`config.mk`:
```
export PLATFORM = sky130hd
export DESIGN_NAME = round_skid_reg
export DESIGN_NICKNAME = d
export VERILOG_FILES = /design/src/rtl/haraka_pkg.sv /design/src/rtl/beat_reg.sv /design/src/rtl/round_skid_reg.sv
export SDC_FILE = /design/constraint.sdc
export NUM_CORES = 1
export LEC_CHECK = 0
export CORE_ASPECT_RATIO = 1.4
export CORE_MARGIN = 4
export CORE_UTILIZATION = 40
export DETAILED_ROUTE_END_ITERATION = 12
export DONT_BUFFER_PORTS = 1
export SYNTH_ARGS = -nofsm -noshare
export SYNTH_HDL_FRONTEND = slang
export SYNTH_SLANG_ARGS = --single-unit
```
`constraint.sdc`:
```
create_clock -name clk -period 2.8 [get_ports clk]
set_clock_uncertainty 0.2 [all_clocks]
set_input_delay 0.56 -clock clk [delete_from_list [all_inputs] [get_ports clk]]
set_output_delay 0.56 -clock clk [all_outputs]
set_load 0.02 [all_outputs]
```
`src/rtl/haraka_pkg.sv`:
```
// haraka_pkg: shared widths, skid FSM states and round beat record for Haraka round stages
package haraka_pkg;
    localparam int HARAKA_STATE_W = 128;
    localparam int HARAKA_RC_W    = 128;
    localparam int HARAKA_TAG_W   = 4;
    typedef enum logic [1:0] {SKID_EMPTY, SKID_BUSY, SKID_FULL} skid_state_t;
    typedef struct packed {
        logic [HARAKA_STATE_W-1:0] state;
        logic [HARAKA_RC_W-1:0]    rc;
        logic [HARAKA_TAG_W-1:0]   tag;
    } round_beat_t;
endpackage

```
`src/rtl/beat_reg.sv`:
```
// beat_reg: enabled register holding one beat, with synchronous clear-to-zero
module beat_reg
    import haraka_pkg::*;
#(
    parameter type T = round_beat_t
) (
    input  logic clk,
    input  logic clr,
    input  logic en,
    input  T     d,
    output T     q
);
    always_ff @(posedge clk)
        if (clr) q <= '0;
        else if (en) q <= d;
endmodule

```
`src/rtl/round_skid_reg.sv`:
```
// round_skid_reg: two-entry skid stage for Haraka round beats with flop-driven ready and sync flush
module round_skid_reg
    import haraka_pkg::*;
#(
    parameter int STATE_W = HARAKA_STATE_W,
    parameter int RC_W    = HARAKA_RC_W,
    parameter int TAG_W   = HARAKA_TAG_W
) (
    input  logic               clk,
    input  logic               reset,
    input  logic               flush,
    input  logic               in_valid,
    output logic               in_ready,
    input  logic [STATE_W-1:0] in_state,
    input  logic [RC_W-1:0]    in_rc,
    input  logic [TAG_W-1:0]   in_tag,
    output logic               out_valid,
    input  logic               out_ready,
    output logic [STATE_W-1:0] out_state,
    output logic [RC_W-1:0]    out_rc,
    output logic [TAG_W-1:0]   out_tag,
    output logic [1:0]         occupancy
);
    typedef struct packed {
        logic [STATE_W-1:0] state;
        logic [RC_W-1:0]    rc;
        logic [TAG_W-1:0]   tag;
    } beat_t;
    skid_state_t state_q, state_d;
    beat_t       in_beat, main_d, main_q, skid_q;
    logic        in_fire, out_fire, main_en, skid_en;
    assign in_ready  = state_q != SKID_FULL;
    assign out_valid = state_q != SKID_EMPTY;
    assign occupancy = 2'(state_q);
    assign in_fire   = in_valid & in_ready;
    assign out_fire  = out_valid & out_ready;
    assign in_beat   = '{state: in_state, rc: in_rc, tag: in_tag};
    assign main_d    = state_q == SKID_FULL ? skid_q : in_beat;
    always_comb begin
        state_d = state_q;
        main_en = 1'b0;
        skid_en = 1'b0;
        case (state_q)
            SKID_EMPTY: begin
                main_en = in_fire;
                state_d = in_fire ? SKID_BUSY : SKID_EMPTY;
            end
            SKID_BUSY: begin
                main_en = in_fire & out_fire;
                skid_en = in_fire & ~out_fire;
                state_d = skid_en ? SKID_FULL : (out_fire & ~in_fire) ? SKID_EMPTY : SKID_BUSY;
            end
            SKID_FULL: begin
                main_en = out_fire;
                state_d = out_fire ? SKID_BUSY : SKID_FULL;
            end
            default: state_d = SKID_EMPTY;
        endcase
        // flush only invalidates; held data stays so no datapath reset is needed
        if (flush) begin
            state_d = SKID_EMPTY;
            main_en = 1'b0;
            skid_en = 1'b0;
        end
    end
    always_ff @(posedge clk)
        if (reset) state_q <= SKID_EMPTY;
        else state_q <= state_d;
    beat_reg #(.T(beat_t)) u_main (.clk(clk), .clr(reset), .en(main_en), .d(main_d), .q(main_q));
    beat_reg #(.T(beat_t)) u_skid (.clk(clk), .clr(reset), .en(skid_en), .d(in_beat), .q(skid_q));
    assign out_state = main_q.state;
    assign out_rc    = main_q.rc;
    assign out_tag   = main_q.tag;
endmodule

```
==> flow_metrics.env, run 1 <==
export IMPL_synthDistinctLibCells=25
export IMPL_wl_met3_mm=5.745
export IMPL_min_from="reset"
export IMPL_routed_wl_met2_mm=35.89
export IMPL_critPathArrivalTime_ps=3110
export IMPL_critPathCapture="occupancy[0]"
export IMPL_port_buffers=0
export IMPL_synth_adder_area_share_pct=0.1106
export IMPL_grt_start_max_net_pins=523
export IMPL_final_critical_path_setup_slack_ps=-43.11
export IMPL_mostFrequentLayoutCells="nand2_1, dfxtp_1, a211oi_1"
export IMPL_synth_warnings=0
export IMPL_leakagePower_nw=10.47
export IMPL_grt_first_pass_wirelength_mm=113.9
export IMPL_cp_slowest_stage_delay_ps=550
export IMPL_cp_cell_sequence="buf_4, mux2_8, buf_12, a2bb2oi_1, nor3_1, dlygate4sd3_1"
export IMPL_worstPathBufferInverterCount=3
export IMPL_wl_met1_mm=29.04
export IMPL_min_period_ps=2843
export IMPL_routed_wire_length_per_instance_um=23.07
export IMPL_detail_route_wirelength_mm=74.17
export IMPL_cpLargestDelayFamily="buffers and inverters"
export IMPL_setup_worst_path_end_class="register"
export IMPL_drc=0
export IMPL_layout_cells_non_filler=3215
export IMPL_crit_type="register to register"
export IMPL_drtIter0Drc=1583
export IMPL_vdd_ir_drop_max_mv=0.4770
export IMPL_syn2layout_area_growth_pct=19.49
export IMPL_reg2reg_slack_ps=-40
export IMPL_synth_top_family_by_area="compound AO/OA/AOI/OAI gates"
export IMPL_slew_viol_final=190
export IMPL_clkTransAtPathRegs_ps=60
export IMPL_ys_ff_latch=522
export IMPL_grt_util_all_layers_pct=23.01
export IMPL_synth_fp_nets=2629
export IMPL_layout_drive_gt1_share_pct=13.40
export IMPL_crit_path_start="occupancy[1]"
export IMPL_initial_core_util_pct=40.66
export IMPL_hpwl_mm=43.36
export IMPL_critPathMaxFanout=138
export IMPL_tritoncts="done"
export IMPL_synth_compound_gate_area_share_pct=27.54
export IMPL_synthesis_instances=2362
export IMPL_cap_viol_max_count=0
export IMPL_synth_xor_area_share_pct=0
export IMPL_drt_pass1_iterations=5
export IMPL_reg2regPathDepth=6
export IMPL_setup_viol_count_final=1
export IMPL_crit_reg2reg_capture="occupancy[0]"
export IMPL_row_count=102
export IMPL_dp_cells=2882
export IMPL_violations="negative hold slack, max-slew violations, negative setup slack"
export IMPL_area_share_of_and_or_nand_nor_cells_after_synthesis_pct=8.986
export IMPL_clkLatencyLatePin_ps=580
export IMPL_relSlewSlack_pct=-40.09
export IMPL_core_area_mm2=0.05564
export IMPL_utilization_pct=48.59
export IMPL_final_min_period_over_clock_period_pct=101.5
export IMPL_cell_area_synth_mm2=0.02263
export IMPL_rsz0062_at_grt="no"
export IMPL_timing_worst_slew_pin_value_ps=2101
export IMPL_gp_congestion=0.8243
export IMPL_final_hold_viol_count=42
export IMPL_holdBufCountCts=246
export IMPL_num_nets_final=2721
export IMPL_critical_path_reg2reg_startpoint="occupancy[1]"
export IMPL_power_density_mw_per_mm2=612.2
export IMPL_routed_top_layer="met4"
export IMPL_status="finished with violations"
export IMPL_max_freq_mhz=351.7
export IMPL_crit_slowest_cell="dlygate4sd3_1"
export IMPL_numCtsBuffers=52
export IMPL_post_cts_setup_buffers=0
export IMPL_clk_root_buffer_cell="clkbuf_16"
export IMPL_global_route_overflow_total=0
export IMPL_die_width_um=209.0
export IMPL_fp_dieArea_mm2=0.06049
export IMPL_required_ps=3070
export IMPL_die_h_um=289.4
export IMPL_cp_num_cells=6
export IMPL_routed_via_density=5.844
export IMPL_antenna_violating_nets_post_route=0
export IMPL_cts_sinks=522
export IMPL_dr_total_vias=18790
export IMPL_total_power_w=0.01655
export IMPL_h_tree_depth=2
export IMPL_yosys_mux_area_fraction_pct=11.55
export IMPL_startpoint_type="register"
export IMPL_synthesis_area_per_instance_um2=9.579
export IMPL_ios=529
export IMPL_initial_antenna_violation_count=1
export IMPL_timing_hold_ws_ps=-138.4
export IMPL_seq_area_frac_synth_pct=46.19
export IMPL_fillerInstances=5077
export IMPL_ctsLongestPathBuffers=3
export IMPL_first_global_vias=19070
export IMPL_hold_path_class="primary input to register"
worst min path at each step:
stage / end / slack, ps / cells after the start
after floorplan: u_skid.q[0] / 240 / 2
final: u_skid.q[17] / -140 / 1
after CTS: u_skid.q[17] / -160 / 1
after global routing: u_skid.q[17] / -190 / 1
after global placement: u_skid.q[59] / 240 / 2
after detailed placement: u_skid.q[21] / 240 / 2
through the flow:
| step | hold WS [ps] | setup WS, ps | area [um^2] | TNS (ps) |
|---|---|---|---|---|
| 2_1_floorplan | 235.7 | 51.50 | 22630 | 0 |
| 6_report | -138.4 | -43.11 | 27030 | -43.11 |
| 5_1_grt | -188.1 | 20.83 | 27030 | 0 |
| 3_3_place_gp | 238.5 | 198.5 | 23000 | 0 |
| 4_1_cts | -163.2 | 62.91 | 27030 | 0 |
| 3_5_place_dp | 243.4 | 172.6 | 23000 | 0 |
cells in the mapped netlist:
master | n | share of area [%]
a211oi_1 | 320 | 11
a211oi_2 | 200 | 11
a21o_1 | 1 | 0.033
a21oi_1 | 260 | 5.8
a2bb2oi_1 | 1 | 0.039
and2_1 | 2 | 0.055
and4bb_2 | 1 | 0.055
buf_1 | 7 | 0.12
buf_2 | 66 | 1.5
buf_4 | 8 | 0.27
buf_6 | 23 | 1.1
clkbuf_1 | 156 | 2.6
dfxtp_1 | 522 | 46
ha_1 | 2 | 0.11
inv_1 | 3 | 0.050
mux2_1 | 1 | 0.050
mux2i_1 | 260 | 12
nand2_1 | 520 | 8.6
nand2b_1 | 2 | 0.055
nand4bb_1 | 1 | 0.050
nor2_2 | 1 | 0.028
nor3_1 | 2 | 0.044
nor4bb_1 | 1 | 0.044
o22a_1 | 1 | 0.039
or2_2 | 1 | 0.028
layout make-up:
| cell class | instances | area, um^2 | area share [%] |
|---|---|---|---|
| flip-flops and latches | 522 | 10450 | 38.66 |
| multi-input cells | 1577 | 10970 | 40.59 |
| clock inverters | 8 | 48.80 | 0.1805 |
| diodes | 1 | 2.502 | 0.009256 |
| inverters | 3 | 11.26 | 0.04165 |
| clock buffers | 78 | 1520 | 5.623 |
| repair buffers | 298 | 3115 | 11.52 |
| well taps | 728 | 910.9 | 3.369 |
registers in the layout (all words and copies together), names as in the netlist:
| name | count |
|---|---|
| occupancy | 2 |
| u_main.q | 260 |
| u_skid.q | 260 |
cells by family (layout without fill, tap and decap cells):
kind of cell,Yosys count,count (layout)
AO/OA/AOI/OAI,783,783
AND/OR/NAND/NOR,531,531
flip-flops,522,522
buffers and inverters,263,387
multiplexers,261,261
adder cells (fa/ha/maj),2,2
other,0,1
timing repair:
action	CTS	global route
endpoints found under the hold margin	490	158
resized for setup	0	1
setup endpoints to repair	0	1
power breakdown:
group          switching, W  total (W)  internal (W)
Sequential         0.000639    0.00839       0.00776
Clock               0.00287    0.00658       0.00371
Combinational      0.000813    0.00158      0.000763
per-layer routing:
layer / vias to the layer above / GRT usage (%)
li1: 8722 / -
met1: 9182 / 27.96
met2: 712 / 38.61
met3: 172 / 6.391
met4: 0 / 9.450
met5: - / 0
Power figures use the tool's default switching activity.
==> run 2: changes to the inputs <==
--- a/config.mk
+++ b/config.mk
@@ -7,7 +7,7 @@
 export LEC_CHECK = 0
 export CORE_ASPECT_RATIO = 1.4
 export CORE_MARGIN = 4
-export CORE_UTILIZATION = 40
+export CORE_UTILIZATION = 37
 export DETAILED_ROUTE_END_ITERATION = 12
 export DONT_BUFFER_PORTS = 1
 export SYNTH_ARGS = -nofsm -noshare
==> run 2 against run 1 <==
  * The run ends with negative hold slack, max-slew violations left
  * Maximum frequency grew 2.7%
  * Worst hold slack got worse by 17 ps
  * Clock power increased by 24%
  * Utilization is 2.4 points lower
  * Cell count is 4.4% higher
  * Sequential power hardly changed
  * Sequential share of layout area down 1.4 points
  * Wire length grew 5.1%
  * Count of clock-buffer cells in the layout fell by 6
  * Highest routed layer unchanged
==> flow_metrics.env, run 2 (synthesized netlist as in run 1, its figures left out) <==
export IMPL_dpl_instance_area_mm2=0.02310
export IMPL_place_ws_ps=211.4
export IMPL_mostFrequentLayoutCells="dfxtp_1, nand2_1, a211oi_1"
export IMPL_crit_type="register to register"
export IMPL_slew_viol_final=103
export IMPL_layout_cells_most_common="dfxtp_1"
export IMPL_grt_util_all_layers_pct=22.17
export IMPL_port_buffers=0
export IMPL_critPathMaxFanout=23
export IMPL_crit_slowest_cell="dlygate4sd3_1"
export IMPL_routed_wire_length_per_instance_um=23.23
export IMPL_status="finished with violations"
export IMPL_routed_via_density=5.698
export IMPL_initial_antenna_violation_count=0
export IMPL_dr_total_vias=19120
export IMPL_row_count=107
export IMPL_core_area_mm2=0.06078
export IMPL_max_freq_mhz=361.3
export IMPL_rsz0062_at_grt="yes"
export IMPL_initial_core_util_pct=37.22
export IMPL_cpLargestDelayFamily="buffers and inverters"
export IMPL_antennaDiodeCount=0
export IMPL_cts_sinks=522
export IMPL_num_nets_final=2762
export IMPL_final_critical_path_setup_slack_ps=32.54
export IMPL_startpoint_type="register"
export IMPL_cp_slowest_stage_delay_ps=600
export IMPL_die_width_um=217.0
export IMPL_cap_viol_max_count=0
export IMPL_syn2layout_area_growth_pct=24.01
export IMPL_numCtsBuffers=53
export IMPL_global_route_overflow_total=0
export IMPL_hold_path_class="primary input to register"
export IMPL_required_ps=3130
export IMPL_leakagePower_nw=11.15
export IMPL_utilization_pct=46.16
export IMPL_setup_viol_count_final=0
export IMPL_h_tree_depth=2
export IMPL_ios=529
export IMPL_first_global_vias=19370
export IMPL_hpwl_mm=43.96
export IMPL_power_density_mw_per_mm2=648.6
export IMPL_final_min_period_over_clock_period_pct=98.84
export IMPL_layout_drive_gt1_share_pct=14.34
export IMPL_tritoncts="done"
export IMPL_drc=0
export IMPL_gp_congestion=0.8134
export IMPL_grt_first_pass_wirelength_mm=117.1
export IMPL_detail_route_wirelength_mm=77.96
export IMPL_grt_start_max_net_pins=523
export IMPL_min_period_ps=2767
export IMPL_fp_dieArea_mm2=0.06523
export IMPL_final_hold_viol_count=50
export IMPL_drt_pass1_iterations=7
export IMPL_vdd_ir_drop_max_mv=0.4140
export IMPL_clkTransAtPathRegs_ps=70
export IMPL_antenna_violating_nets_post_route=0
export IMPL_ctsLongestPathBuffers=3
export IMPL_timing_hold_ws_ps=-155.5
export IMPL_cp_cell_sequence="or2_2, and2_1, inv_1, ha_1, nor4bb_4, buf_4, buf_12, nand2_1, a21oi_1, dlygate4sd3_1"
export IMPL_violations="negative hold slack, max-slew violations"
export IMPL_drtIter0Drc=1650
export IMPL_post_route_cell_area_mm2=0.02806
export IMPL_fillerInstances=5659
export IMPL_relSlewSlack_pct=-11.99
export IMPL_die_h_um=300.6
export IMPL_timing_worst_slew_pin_value_ps=1680
export IMPL_critPathArrivalTime_ps=3100
export IMPL_clkLatencyLatePin_ps=600
export IMPL_setup_worst_path_end_class="register"
export IMPL_worstPathBufferInverterCount=4
export IMPL_clk_root_buffer_cell="clkbuf_16"
-- run 2: cell types whose count changed in the layout (fill, tap and decap cells not counted), moves of 2 or more --
cell	previous run	this run
dlygate4sd3_1	246	267
dlymetal6s4s_1	0	13
bufinv_16	0	12
clkbuf_1	15	3
buf_4	31	36
clkbuf_16	53	57
clkbuf_8	10	14
clkinvlp_4	2	5
clkinv_2	5	7
inv_6	0	2
-- run 2: per-stage QoR --
stage               total power [W]  std cells  TNS (ps)
finish                      0.01820       3356         0
CTS                         0.01834       3345         0
floorplan                  0.009559       2362         0
global route                0.01881       3356    -296.8
global placement           0.009772       2971         0
detailed placement         0.009824       2971         0
-- run 2: what timing repair did --
action | CTS | global route
resized for setup | 0 | 17
endpoints found under the setup margin | 0 | 29
endpoints found under the hold margin | 522 | 142
hold buffers | 275 | 6
setup buffers | 0 | 4
-- run 2: final cells by class --
cell class / instances / area [um^2] / share of cell area [%]
Clock buffer: 72 / 1580 / 5.632
Clock inverter: 27 / 459.2 / 1.637
Inverter: 3 / 11.26 / 0.04014
Multi-Input combinational cell: 1577 / 10980 / 39.12
Sequential cell: 522 / 10450 / 37.25
Tap cell: 817 / 1022 / 3.643
Timing Repair Buffer: 338 / 3556 / 12.67
-- run 2: power breakdown --
part           leakage (nW)  switching [W]  internal [W]
Combinational          5.90       0.000841      0.000782
Sequential             4.26       0.000642       0.00775
Clock                 0.993        0.00312       0.00506
Total                  11.2        0.00460        0.0136
-- run 2: path summary, 6_finish.rpt --
path / cells after the start / endpoint / from / slack [ps]
min reg2reg: 2 / u_skid.q[237] / u_skid.q[237] / 250
max reg2reg: 10 / u_skid.q[114] / occupancy[0] / 30
min: 1 / u_skid.q[8] / reset / -160
max: 10 / u_skid.q[114] / occupancy[0] / 30
-- run 2: worst reg2reg max path: cells and delay by family, from the launching register on --
| family | cells | cell delay (ps) |
|---|---|---|
| simple gates | 4 | 790 |
| buf+inv | 4 | 1100 |
| compound gates | 1 | 130 |
| fa+ha+maj | 1 | 160 |
| flops | 1 | 320 |
-- run 2: layer usage --
metal	vias to the layer above	track usage (%)	wire, um
met5	-	0	0
met1	9312	26.26	30300
met2	781	37.00	37310
met4	0	10.33	4005
met3	212	6.511	6347
li1	8819	-	-
==> run 3: changes to the inputs <==
--- a/config.mk
+++ b/config.mk
@@ -6,10 +6,10 @@
 export NUM_CORES = 1
 export LEC_CHECK = 0
 export CORE_ASPECT_RATIO = 1.4
-export CORE_MARGIN = 4
 export CORE_UTILIZATION = 37
 export DETAILED_ROUTE_END_ITERATION = 12
 export DONT_BUFFER_PORTS = 1
+export HOLD_SLACK_MARGIN = 0.06
 export SYNTH_ARGS = -nofsm -noshare
 export SYNTH_HDL_FRONTEND = slang
 export SYNTH_SLANG_ARGS = --single-unit
==> run 3 against run 2 <==
  * The flow still finishes with violations (negative hold slack, max-slew violations)
  * Wire length fell by 9.6%
  * Register-to-register slack improved by 90 ps
  * Combinational power barely moved
  * Power fell by 4.6%
  * Count of clock-buffer cells in the layout rose by 2
  * Critical endpoint is now u_main.q[116]
  * Largest cell class unchanged
  * Highest routed layer unchanged
==> flow_metrics.env, run 3 (synthesized netlist as in run 1, its figures left out) <==
export IMPL_mostFrequentLayoutCells="dfxtp_1, nand2_1, a211oi_1"
export IMPL_cap_viol_max_count=0
export IMPL_required_ps=2990
export IMPL_setup_worst_path_end_class="register"
export IMPL_cpLargestDelayFamily="compound AO/OA/AOI/OAI gates"
export IMPL_cts_sinks=522
export IMPL_cp_cell_sequence="buf_4, mux2_8, buf_12, a211oi_1, a211oi_2"
export IMPL_crit_slowest_cell="a211oi_1"
export IMPL_detail_route_wirelength_mm=70.47
export IMPL_syn2layout_area_growth_pct=21.15
export IMPL_critPathCapture="u_main.q[116]"
export IMPL_violations="negative hold slack, max-slew violations"
export IMPL_core_area_mm2=0.06008
export IMPL_initial_core_util_pct=37.66
export IMPL_drc=0
export IMPL_relSlewSlack_pct=-48.62
export IMPL_final_min_period_over_clock_period_pct=95.65
export IMPL_critical_path_reg2reg_startpoint="occupancy[1]"
export IMPL_ctsLongestPathBuffers=3
export IMPL_final_hold_viol_count=114
export IMPL_worstPathBufferInverterCount=2
export IMPL_hold_path_class="primary input to register"
export IMPL_tritoncts="done"
export IMPL_fin_tns_setup_ps=0
export IMPL_timing_hold_ws_ps=-137.6
export IMPL_reg2reg_slack_ps=120
export IMPL_crit_type="register to register"
export IMPL_die_width_um=211.0
export IMPL_first_global_vias=18470
export IMPL_setup_viol_count_final=0
export IMPL_gp_congestion=0.8001
export IMPL_dr_total_vias=18700
export IMPL_cp_slowest_stage_delay_ps=510
export IMPL_crit_path_start="occupancy[1]"
export IMPL_row_count=106
export IMPL_layout_cells_most_common="dfxtp_1"
export IMPL_post_cts_setup_buffers=0
export IMPL_postCtsResizedCells=0
export IMPL_hpwl_mm=41.85
export IMPL_post_route_cell_area_mm2=0.02741
export IMPL_die_h_um=294.6
export IMPL_routed_via_density=5.658
export IMPL_leakagePower_nw=10.60
export IMPL_slew_viol_final=231
export IMPL_crit_reg2reg_capture="u_main.q[116]"
export IMPL_cp_num_cells=5
export IMPL_drt_pass1_iterations=7
export IMPL_reg2regPathDepth=5
export IMPL_min_period_ps=2678
export IMPL_vdd_ir_drop_max_mv=0.5990
export IMPL_dpl_instance_area_mm2=0.02312
export IMPL_layout_drive_gt1_share_pct=13.82
export IMPL_power_density_mw_per_mm2=633.2
export IMPL_place_ws_ps=130.0
export IMPL_port_buffers=0
export IMPL_routed_wire_length_per_instance_um=21.32
export IMPL_fp_dieArea_mm2=0.06216
export IMPL_critPathMaxFanout=143
export IMPL_timing_worst_slew_pin_value_ps=2229
export IMPL_final_critical_path_setup_slack_ps=121.7
export IMPL_clk_root_buffer_cell="clkbuf_16"
export IMPL_numCtsBuffers=51
export IMPL_status="finished with violations"
export IMPL_ios=529
export IMPL_clkTransAtPathRegs_ps=70
export IMPL_grt_start_max_net_pins=523
export IMPL_h_tree_depth=2
export IMPL_startpoint_type="register"
export IMPL_max_freq_mhz=373.4
export IMPL_grt_util_all_layers_pct=21.36
export IMPL_antenna_violating_nets_post_route=0
export IMPL_global_route_overflow_total=0
export IMPL_num_nets_final=2717
export IMPL_total_power_w=0.01736
export IMPL_critPathArrivalTime_ps=2870
export IMPL_grt_first_pass_wirelength_mm=106.9
export IMPL_fillerInstances=5533
export IMPL_drtIter0Drc=1423
export IMPL_rsz0062_at_grt="no"
export IMPL_clkLatencyLatePin_ps=580
export IMPL_initial_antenna_violation_count=5
## run 3: final cells by class
cell class | instances | area, um^2 | share of cell area, %
clock buffers | 74 | 1545 | 5.637
clock inverters | 19 | 259.0 | 0.9449
flip-flops and latches | 522 | 10450 | 38.13
well taps | 810 | 1013 | 3.697
repair buffers | 294 | 3136 | 11.44
diodes | 5 | 12.51 | 0.04565
inverters | 3 | 11.26 | 0.04108
multi-input cells | 1578 | 10980 | 40.06
## run 3: worst min path at each step
stage | cells after the start | slack [ps] | end | from
floorplan | 2 | 240 | u_skid.q[0] | u_skid.q[0]
global placement | 2 | 240 | u_skid.q[25] | u_skid.q[25]
detailed placement | 2 | 240 | u_skid.q[32] | u_skid.q[32]
CTS | 1 | -170 | u_skid.q[35] | reset
global route | 1 | -180 | u_skid.q[16] | reset
finish | 1 | -140 | u_skid.q[35] | reset
## run 3: worst register-to-register path: stages, from the launching register on
cell      delay (ps)
dfxtp_1          470
buf_4            260
mux2_8           430
buf_12           210
a211oi_1         840
a211oi_2          70
## run 3: layer usage
layer,up-vias,track usage (%),part of all wire (%)
met2,700,36.24,49
met5,-,0,0
li1,8718,-,-
met4,0,10.87,4.8
met1,9101,24.58,38
met3,180,5.626,7.4
## run 3: repair_timing
action / 4_1_cts / 5_1_grt
hold buffers: 229 / 17
setup endpoints to repair: 0 / 78
hold endpoints to repair: 522 / 262
## run 3: metrics by stage
step / utilization, % / std cells
floorplan: - / 2362
global placement: 38.49 / 2960
detailed placement: 38.49 / 2960
CTS: 45.30 / 3282
global route: 45.62 / 3305
finish: 45.62 / 3305
## run 3: power breakdown
group          internal [W]  switching, W
logic              0.000763      0.000841
registers           0.00775      0.000636
clock network       0.00438       0.00298
